## src/rtl/stereo_pkg.sv

```systemverilog
// Shared types and defaults for the stereo SSD disparity search.
// The second-best tracking is compiled in only when SSD_CONFIDENCE_EN is defined.
package stereo_pkg;

   localparam int WIN_DEF         = 6;
   localparam int MAX_DISP_DEF    = 16;
   localparam int MAC_LATENCY_DEF = 12;
   localparam int IMG_W_DEF       = 320;
   // Second-best minus best must reach this for a confident match.
   localparam int CONF_MARGIN     = 256;

   typedef enum logic [2:0] {
      IDLE,
      CHECK,
      FEED,
      DRAIN,
      COMPARE,
      DONE
   } seq_state_e;

   // Worst-case SSD over a window of 8-bit pixels, plus one headroom bit.
   function automatic int acc_width(input int win);
      return $clog2(255 * 255 * win) + 1;
   endfunction

endpackage

```

## src/rtl/ssd_disparity_sequencer_min_tracker.sv

```systemverilog
// ssd_min_tracker: running minimum SSD cost and its disparity; res_* show post-sample values.
// SSD_CONFIDENCE_EN adds a second-best register driving the confidence flag.
module ssd_min_tracker
   import stereo_pkg::*;
#(
   parameter int ACC_W  = 20,
   parameter int DISP_W = 4
) (
   input  logic              clk_in,
   input  logic              rst_in,
   input  logic              clear,
   input  logic              sample,
   input  logic [ACC_W-1:0]  acc,
   input  logic [DISP_W-1:0] disp,
   output logic [DISP_W-1:0] res_disp,
   output logic [ACC_W-1:0]  res_cost,
   output logic              res_conf
);

   logic [ACC_W-1:0]  best_cost_q;
   logic [DISP_W-1:0] best_disp_q;
   logic              new_best;

   assign new_best = sample && (acc < best_cost_q);

   always_comb begin
      res_cost = best_cost_q;
      res_disp = best_disp_q;
      if (new_best) begin
         res_cost = acc;
         res_disp = disp;
      end
   end

   always_ff @(posedge clk_in or posedge rst_in) begin
      if (rst_in) begin
         best_cost_q <= '1;
         best_disp_q <= '0;
      end else if (clear) begin
         best_cost_q <= '1;
         best_disp_q <= '0;
      end else begin
         best_cost_q <= res_cost;
         best_disp_q <= res_disp;
      end
   end

`ifdef SSD_CONFIDENCE_EN
   logic [ACC_W-1:0] second_q;
   logic [ACC_W-1:0] second_nxt;
   logic             seen_q;
   logic             multi_q;
   logic             multi_nxt;

   always_comb begin
      second_nxt = second_q;
      if (new_best)
         second_nxt = best_cost_q;
      else if (sample && (acc < second_q))
         second_nxt = acc;
   end

   assign multi_nxt = multi_q || (sample && seen_q);
   // A single evaluated candidate has nothing to compete with.
   assign res_conf  = !multi_nxt || ((second_nxt - res_cost) >= ACC_W'(CONF_MARGIN));

   always_ff @(posedge clk_in or posedge rst_in) begin
      if (rst_in) begin
         second_q <= '1;
         seen_q   <= 1'b0;
         multi_q  <= 1'b0;
      end else if (clear) begin
         second_q <= '1;
         seen_q   <= 1'b0;
         multi_q  <= 1'b0;
      end else begin
         second_q <= second_nxt;
         seen_q   <= seen_q || sample;
         multi_q  <= multi_nxt;
      end
   end
`else
   assign res_conf = 1'b1;
`endif

endmodule

```

## src/rtl/ssd_disparity_sequencer.sv

```systemverilog
// Drives line-buffer reads and one MAC engine to find the min-SSD disparity of a window.
// SSD_CONFIDENCE_EN selects the second-best based confidence flag in ssd_min_tracker.
//
// state   | meaning
// IDLE    | waiting for an in-range start
// CHECK   | skip d if x < d, else clear the MAC
// FEED    | WIN column reads, pixels forwarded to the MAC one cycle later
// DRAIN   | MAC_LATENCY+1 cycles for the accumulator to settle
// COMPARE | sample accumulator into the min tracker
// DONE    | result strobe
module ssd_disparity_sequencer
   import stereo_pkg::*;
#(
   parameter int WIN         = WIN_DEF,
   parameter int MAX_DISP    = MAX_DISP_DEF,
   parameter int MAC_LATENCY = MAC_LATENCY_DEF,
   parameter int IMG_W       = IMG_W_DEF,
   localparam int COL_W      = $clog2(IMG_W),
   localparam int DISP_W     = $clog2(MAX_DISP),
   localparam int ACC_W      = acc_width(WIN)
) (
   input  logic              clk_in,
   input  logic              rst_in,
   input  logic              start_in,
   input  logic [COL_W-1:0]  x_in,
   output logic              busy_out,
   output logic [COL_W-1:0]  left_col_out,
   output logic [COL_W-1:0]  right_col_out,
   input  logic [7:0]        left_pix_in,
   input  logic [7:0]        right_pix_in,
   output logic              mac_rst_out,
   output logic              mac_valid_out,
   output logic [7:0]        mac_left_out,
   output logic [7:0]        mac_right_out,
   input  logic [ACC_W-1:0]  mac_acc_in,
   output logic              done_out,
   output logic [DISP_W-1:0] disp_out,
   output logic [ACC_W-1:0]  cost_out,
   output logic              confident_out
);

   localparam int TMR_MAX = (WIN - 1 > MAC_LATENCY) ? WIN - 1 : MAC_LATENCY;
   localparam int TMR_W   = $clog2(TMR_MAX + 1);

   seq_state_e        state_q, state_nxt;
   logic [COL_W-1:0]  x_q;
   logic [DISP_W-1:0] d_q;
   logic [TMR_W-1:0]  tmr_q;
   logic              accept, skip, last_d, tmr_tc, sample;
   logic [DISP_W-1:0] res_disp;
   logic [ACC_W-1:0]  res_cost;
   logic              res_conf;

   assign accept = start_in && (x_in <= COL_W'(IMG_W - WIN));
   assign skip   = x_q < COL_W'(d_q);
   assign last_d = d_q == DISP_W'(MAX_DISP - 1);
   assign tmr_tc = tmr_q == '0;

   assign mac_left_out  = left_pix_in;
   assign mac_right_out = right_pix_in;

   always_ff @(posedge clk_in or posedge rst_in) begin
      if (rst_in) state_q <= IDLE;
      else        state_q <= state_nxt;
   end

   always_comb begin
      state_nxt   = state_q;
      busy_out    = 1'b1;
      mac_rst_out = 1'b0;
      done_out    = 1'b0;
      sample      = 1'b0;
      case (state_q)
         IDLE: begin
            busy_out = 1'b0;
            if (accept) state_nxt = CHECK;
         end
         CHECK: begin
            if (skip) begin
               if (last_d) state_nxt = DONE;
            end else begin
               mac_rst_out = 1'b1;
               state_nxt   = FEED;
            end
         end
         FEED:    if (tmr_tc) state_nxt = DRAIN;
         DRAIN:   if (tmr_tc) state_nxt = COMPARE;
         COMPARE: begin
            sample    = 1'b1;
            state_nxt = last_d ? DONE : CHECK;
         end
         DONE: begin
            done_out  = 1'b1;
            state_nxt = IDLE;
         end
         default: state_nxt = IDLE;
      endcase
   end

   always_ff @(posedge clk_in or posedge rst_in) begin
      if (rst_in) begin
         x_q           <= '0;
         d_q           <= '0;
         tmr_q         <= '0;
         left_col_out  <= '0;
         right_col_out <= '0;
         mac_valid_out <= 1'b0;
         disp_out      <= '0;
         cost_out      <= '0;
         confident_out <= 1'b0;
      end else begin
         // Line buffers return data one cycle after the address.
         mac_valid_out <= (state_q == FEED);
         case (state_q)
            IDLE: begin
               if (accept) begin
                  x_q <= x_in;
                  d_q <= '0;
               end
            end
            CHECK: begin
               if (!skip) begin
                  left_col_out  <= x_q;
                  right_col_out <= x_q - COL_W'(d_q);
                  tmr_q         <= TMR_W'(WIN - 1);
               end else if (!last_d) begin
                  d_q <= d_q + DISP_W'(1);
               end
            end
            FEED: begin
               left_col_out  <= left_col_out + COL_W'(1);
               right_col_out <= right_col_out + COL_W'(1);
               tmr_q         <= tmr_tc ? TMR_W'(MAC_LATENCY) : tmr_q - TMR_W'(1);
            end
            DRAIN: begin
               if (!tmr_tc) tmr_q <= tmr_q - TMR_W'(1);
            end
            COMPARE: begin
               if (!last_d) d_q <= d_q + DISP_W'(1);
            end
            default: ;
         endcase
         // Result registers load on the edge into DONE so they appear with done_out.
         if (state_nxt == DONE) begin
            disp_out      <= res_disp;
            cost_out      <= res_cost;
            confident_out <= res_conf;
         end
      end
   end

   ssd_min_tracker #(
      .ACC_W  (ACC_W),
      .DISP_W (DISP_W)
   ) u_min_tracker (
      .clk_in   (clk_in),
      .rst_in   (rst_in),
      .clear    ((state_q == IDLE) && accept),
      .sample   (sample),
      .acc      (mac_acc_in),
      .disp     (d_q),
      .res_disp (res_disp),
      .res_cost (res_cost),
      .res_conf (res_conf)
   );

endmodule

```

## config.mk

```make
export PLATFORM = sky130hd
export DESIGN_NAME = ssd_disparity_sequencer
export DESIGN_NICKNAME = d
export VERILOG_FILES = /design/src/rtl/stereo_pkg.sv /design/src/rtl/ssd_disparity_sequencer_min_tracker.sv /design/src/rtl/ssd_disparity_sequencer.sv
export SDC_FILE = /design/constraint.sdc
export NUM_CORES = 1
export LEC_CHECK = 0
export CAP_MARGIN = 20
export CORE_UTILIZATION = 46
export DETAILED_ROUTE_END_ITERATION = 10
export PLACE_DENSITY_LB_ADDON = 0.05
export SYNTH_ARGS = -nofsm -noshare
export SYNTH_HDL_FRONTEND = slang
export SYNTH_SLANG_ARGS = --single-unit
```

## constraint.sdc

```tcl
create_clock -name clk_in -period 2.75 [get_ports clk_in]
set_input_delay 0.275 -clock clk_in [delete_from_list [all_inputs] [get_ports clk_in]]
set_output_delay 0.275 -clock clk_in [all_outputs]
set_load 0.01 [all_outputs]
```

==> flow_metrics.py <==
metrics = {
    "status": {
        "status": "completed",
    },
    "final_layout": {
        "multi_input_area_um2": 2620,
        "area_delta_synth_final_pct": 27.7,
        "most-common-layout-cells": "clkdlybuf4s50_1, dfrtp_1, nor2_1, a21oi_1, nand2_1",
        "fillCellCount": 994,
        "drive_gt1_share_pct": 15.7,
        "seq_area_um2": 2230,
        "antenna_cells": 0,
        "final_common_cell": "clkdlybuf4s50_1",
        "layout.nets": 741,
        "final_util_pct": 60.1,
    },
    "power_and_ir_drop": {
        "powerDensity_nw_per_um2": 884,
        "vdd_drop_max_mv": 0.446,
        "leakage_nw": 2.87,
        "power_mw": 5.76,
        "pwr-share-clk_pct": 19.2,
        "p_sw_share_pct": 38.1,
        "internal_power_mw": 3.56,
        "combinationalPowerShare_pct": 45.1,
        "power_frac_seq_pct": 35.7,
        "power.net_switching_mw": 2.19,
    },
    "route": {
        "routed-via-count": 4677,
        "wl_per_cell_um": 17.3,
        "vias_per_cell": 5.78,
        "wirelength_mm": 14.0,
        "drc": 0,
        "drtIter0Drc": 286,
        "antenna_left": 0,
        "drt-pass1-iter-count": 5,
    },
    "yosys": {
        "synth.top_cell.area_share_pct": 33.3,
        "async_flop_share_pct": 100,
        "synthCells": 579,
        "synth_fp_nets": 656,
        "syn_area_um2": 5100,
        "synthTopCellsByArea": "dfrtp_1, dfstp_2, ha_1",
        "synth_edf_count": 0,
        "synth_ff_type": "dfrtp_1",
        "ys_ff_latch": 88,
        "seq_area_frac_synth_pct": 43.6,
        "synthDistinctLibCells": 63,
        "yosys_warnings": 0,
        "avgSynthCellArea_um2": 8.81,
        "synth_area_leader_cell": "dfrtp_1",
    },
    "global_routing": {
        "grt_first_pass_wirelength_mm": 22.4,
        "track_usage_pct": 25.0,
        "grt_overflow": 0,
        "grt_max_degree": 62,
        "first_global_vias": 4489,
        "antenna_found_initial": 0,
    },
    "worst_setup_path": {
        "worstPathArrival_ns": 2.95,
        "required_ns": 3.00,
        "startpoint_type": "register",
        "cp_max_fo": 4,
        "r2r_cells": 7,
        "crit_path_end_kind": "register",
        "crit_type": "register to register",
        "r2r_end": "d_q[3]$_DFFE_PP0P_",
        "reg2reg_from": "x_q[3]$_DFFE_PP0P_",
        "r2r_slack_ns": 0.06,
    },
    "die": {
        "core_area_um2": 10800,
        "die-width_um": 107,
        "ios": 111,
        "fp.dieH_um": 107,
        "rows": 38,
        "die_area_um2": 11500,
        "initial_core_util_pct": 47.1,
    },
    "place": {
        "preCtsSetupSlack_ns": -0.332,
        "place_congestion": 0.857,
        "port_buffers": 78,
        "place_hpwl_mm": 9.21,
    },
    "clocking": {
        "h-tree-depth": 3,
        "cts_tree": "yes",
        "clock-sinks": 88,
        "clock_tree.root_cell": "clkbuf_8",
        "clk_latency_ns": 0.37,
        "clk_pin_slew_ns": 0.08,
        "cts_buffers": 9,
        "cts_buffer_depth": 2,
    },
    "timing": {
        "setup_slack_ns": 0.0555,
        "slew_viol_final": 0,
        "tightest_slew_ns": 0.884,
        "max_freq_mhz": 371,
        "clock_skew_ns": 0.00733,
        "hold_violations": 0,
        "post-route-period-util_pct": 98.0,
        "period_minus_slack_ns": 2.69,
        "rsz0062_at_grt": "yes",
        "final-setup-viol-count": 0,
        "slew_headroom_pct": 40.7,
    },
    "run": {
        "maxCapViolCount": 0,
    },
    "min_path": {
        "min_path_type": "primary input to async pin",
    },
}
-- through the flow --
step                setup TNS, ns  area [um2]  hold WS, ns  std cells
floorplan                       0        5100        0.392        579
global placement           -10.09        6120        0.451        784
detailed placement         -10.60        6120        0.454        784
CTS                             0        6400        0.267        802
global route              -0.0507        6520        0.293        809
finish                          0        6520        0.261        809
-- sequential cells by signal, indices dropped and copies added (netlist names) --
signal / count
confident_out: 1
cost_out: 20
d_q: 4
disp_out: 4
left_col_out: 9
mac_valid_out: 1
right_col_out: 9
state_q: 3
tmr_q: 4
u_min_tracker.best_cost_q: 20
u_min_tracker.best_disp_q: 4
x_q: 9
-- per-layer routing --
metal	vias to the layer above	track usage [%]	part of all wire, %
met5	-	0	0
met4	0	9.10	1.4
met3	19	3.33	5.5
met2	147	36.3	44
met1	2282	37.8	49
li1	2229	-	-
-- logic make-up (layout without fill, tap and decap cells) --
logic type                 after synthesis  count (layout)  synth area share (%)
xor gates and xnor gates                 6               6                  1.03
AOI/OAI and AO/OA                      187             190                  22.1
buffers and inverters                   83             170                  7.38
muxes                                   11              11                  2.35
adders and majority gates               29              29                  7.26
and+or+nand+nor                        175             175                  16.3
DFF                                     88              88                  43.6
-- power groups by stage --
stage,clock [mW],sequential (mW),combinational (mW)
floorplan,0,2.09,1.45
global placement,0,2.06,2.43
detailed placement,0,2.07,2.50
CTS,1.13,2.05,2.53
global route,1.17,2.11,2.88
finish,1.11,2.06,2.60
-- critical path: stages (launching register included) --
cell      delay (ns)
dfrtp_2         0.45
ha_4            0.18
or4_4           0.46
or3_4           0.41
or4_4           0.49
nand2b_4        0.17
a21oi_4         0.13
mux2_4          0.30
-- Yosys cell counts, types with 3 or more instances --
cell type and n:
buf_2 4, a21o_1 3, nand3b_1 3, nand4_1 4, o21ai_0 43, nor3_1 9, or3_1 3, and3_1 4
o21a_1 5, a211oi_1 3, and2_1 3, nand3_1 15, xnor2_1 3, dfstp_2 20, nand2_1 52, nor2_1 57
a21oi_1 54, clkbuf_1 25, buf_4 16, nand2b_1 6, dfrtp_1 68, ha_1 28, a31oi_1 45, inv_1 35
mux2i_1 3, o31ai_1 4, o22ai_1 5, o22a_1 3, xor2_1 3, mux2_2 7, nor2b_1 6
-- worst max-delay path by stage --
| stage | from | cells past startpoint | slack [ns] | end |
|---|---|---|---|---|
| 6_report | x_q[3]$_DFFE_PP0P_ | 7 | 0.06 | d_q[3]$_DFFE_PP0P_ |
| 5_1_grt | u_min_tracker.best_cost_q[7]$_DFF_PP1_ | 8 | -0.04 | cost_out[8]$_DFFE_PP0N_ |
| 4_1_cts | x_q[3]$_DFFE_PP0P_ | 7 | 0.02 | d_q[3]$_DFFE_PP0P_ |
| 3_5_place_dp | mac_acc_in[17] | 8 | -0.33 | disp_out[1]$_DFFE_PP0N_ |
| 3_3_place_gp | mac_acc_in[17] | 8 | -0.29 | disp_out[0]$_DFFE_PP0N_ |
| 2_1_floorplan | d_q[3]$_DFFE_PP0P_ | 8 | 0.17 | d_q[3]$_DFFE_PP0P_ |
-- final cells by class --
class,count,share of cell area [%]
repair buffers,118,17.1
multi-input cells,411,40.2
well taps,140,2.69
flip-flops and latches,88,34.2
inverters,36,2.09
clock buffers,13,2.29
clock inverters,3,1.38
-- repair_timing --
item                       in CTS  in global routing
setup endpoints to repair      31                 29
gates resized for setup         5                 11
buffers inserted                1                  5
cloned                          1                  2
pin swaps                       0                  4
hold buffers                    0                  0
hold endpoints to repair        0                  0
Note: power is estimated with default switching activity, not from simulation.
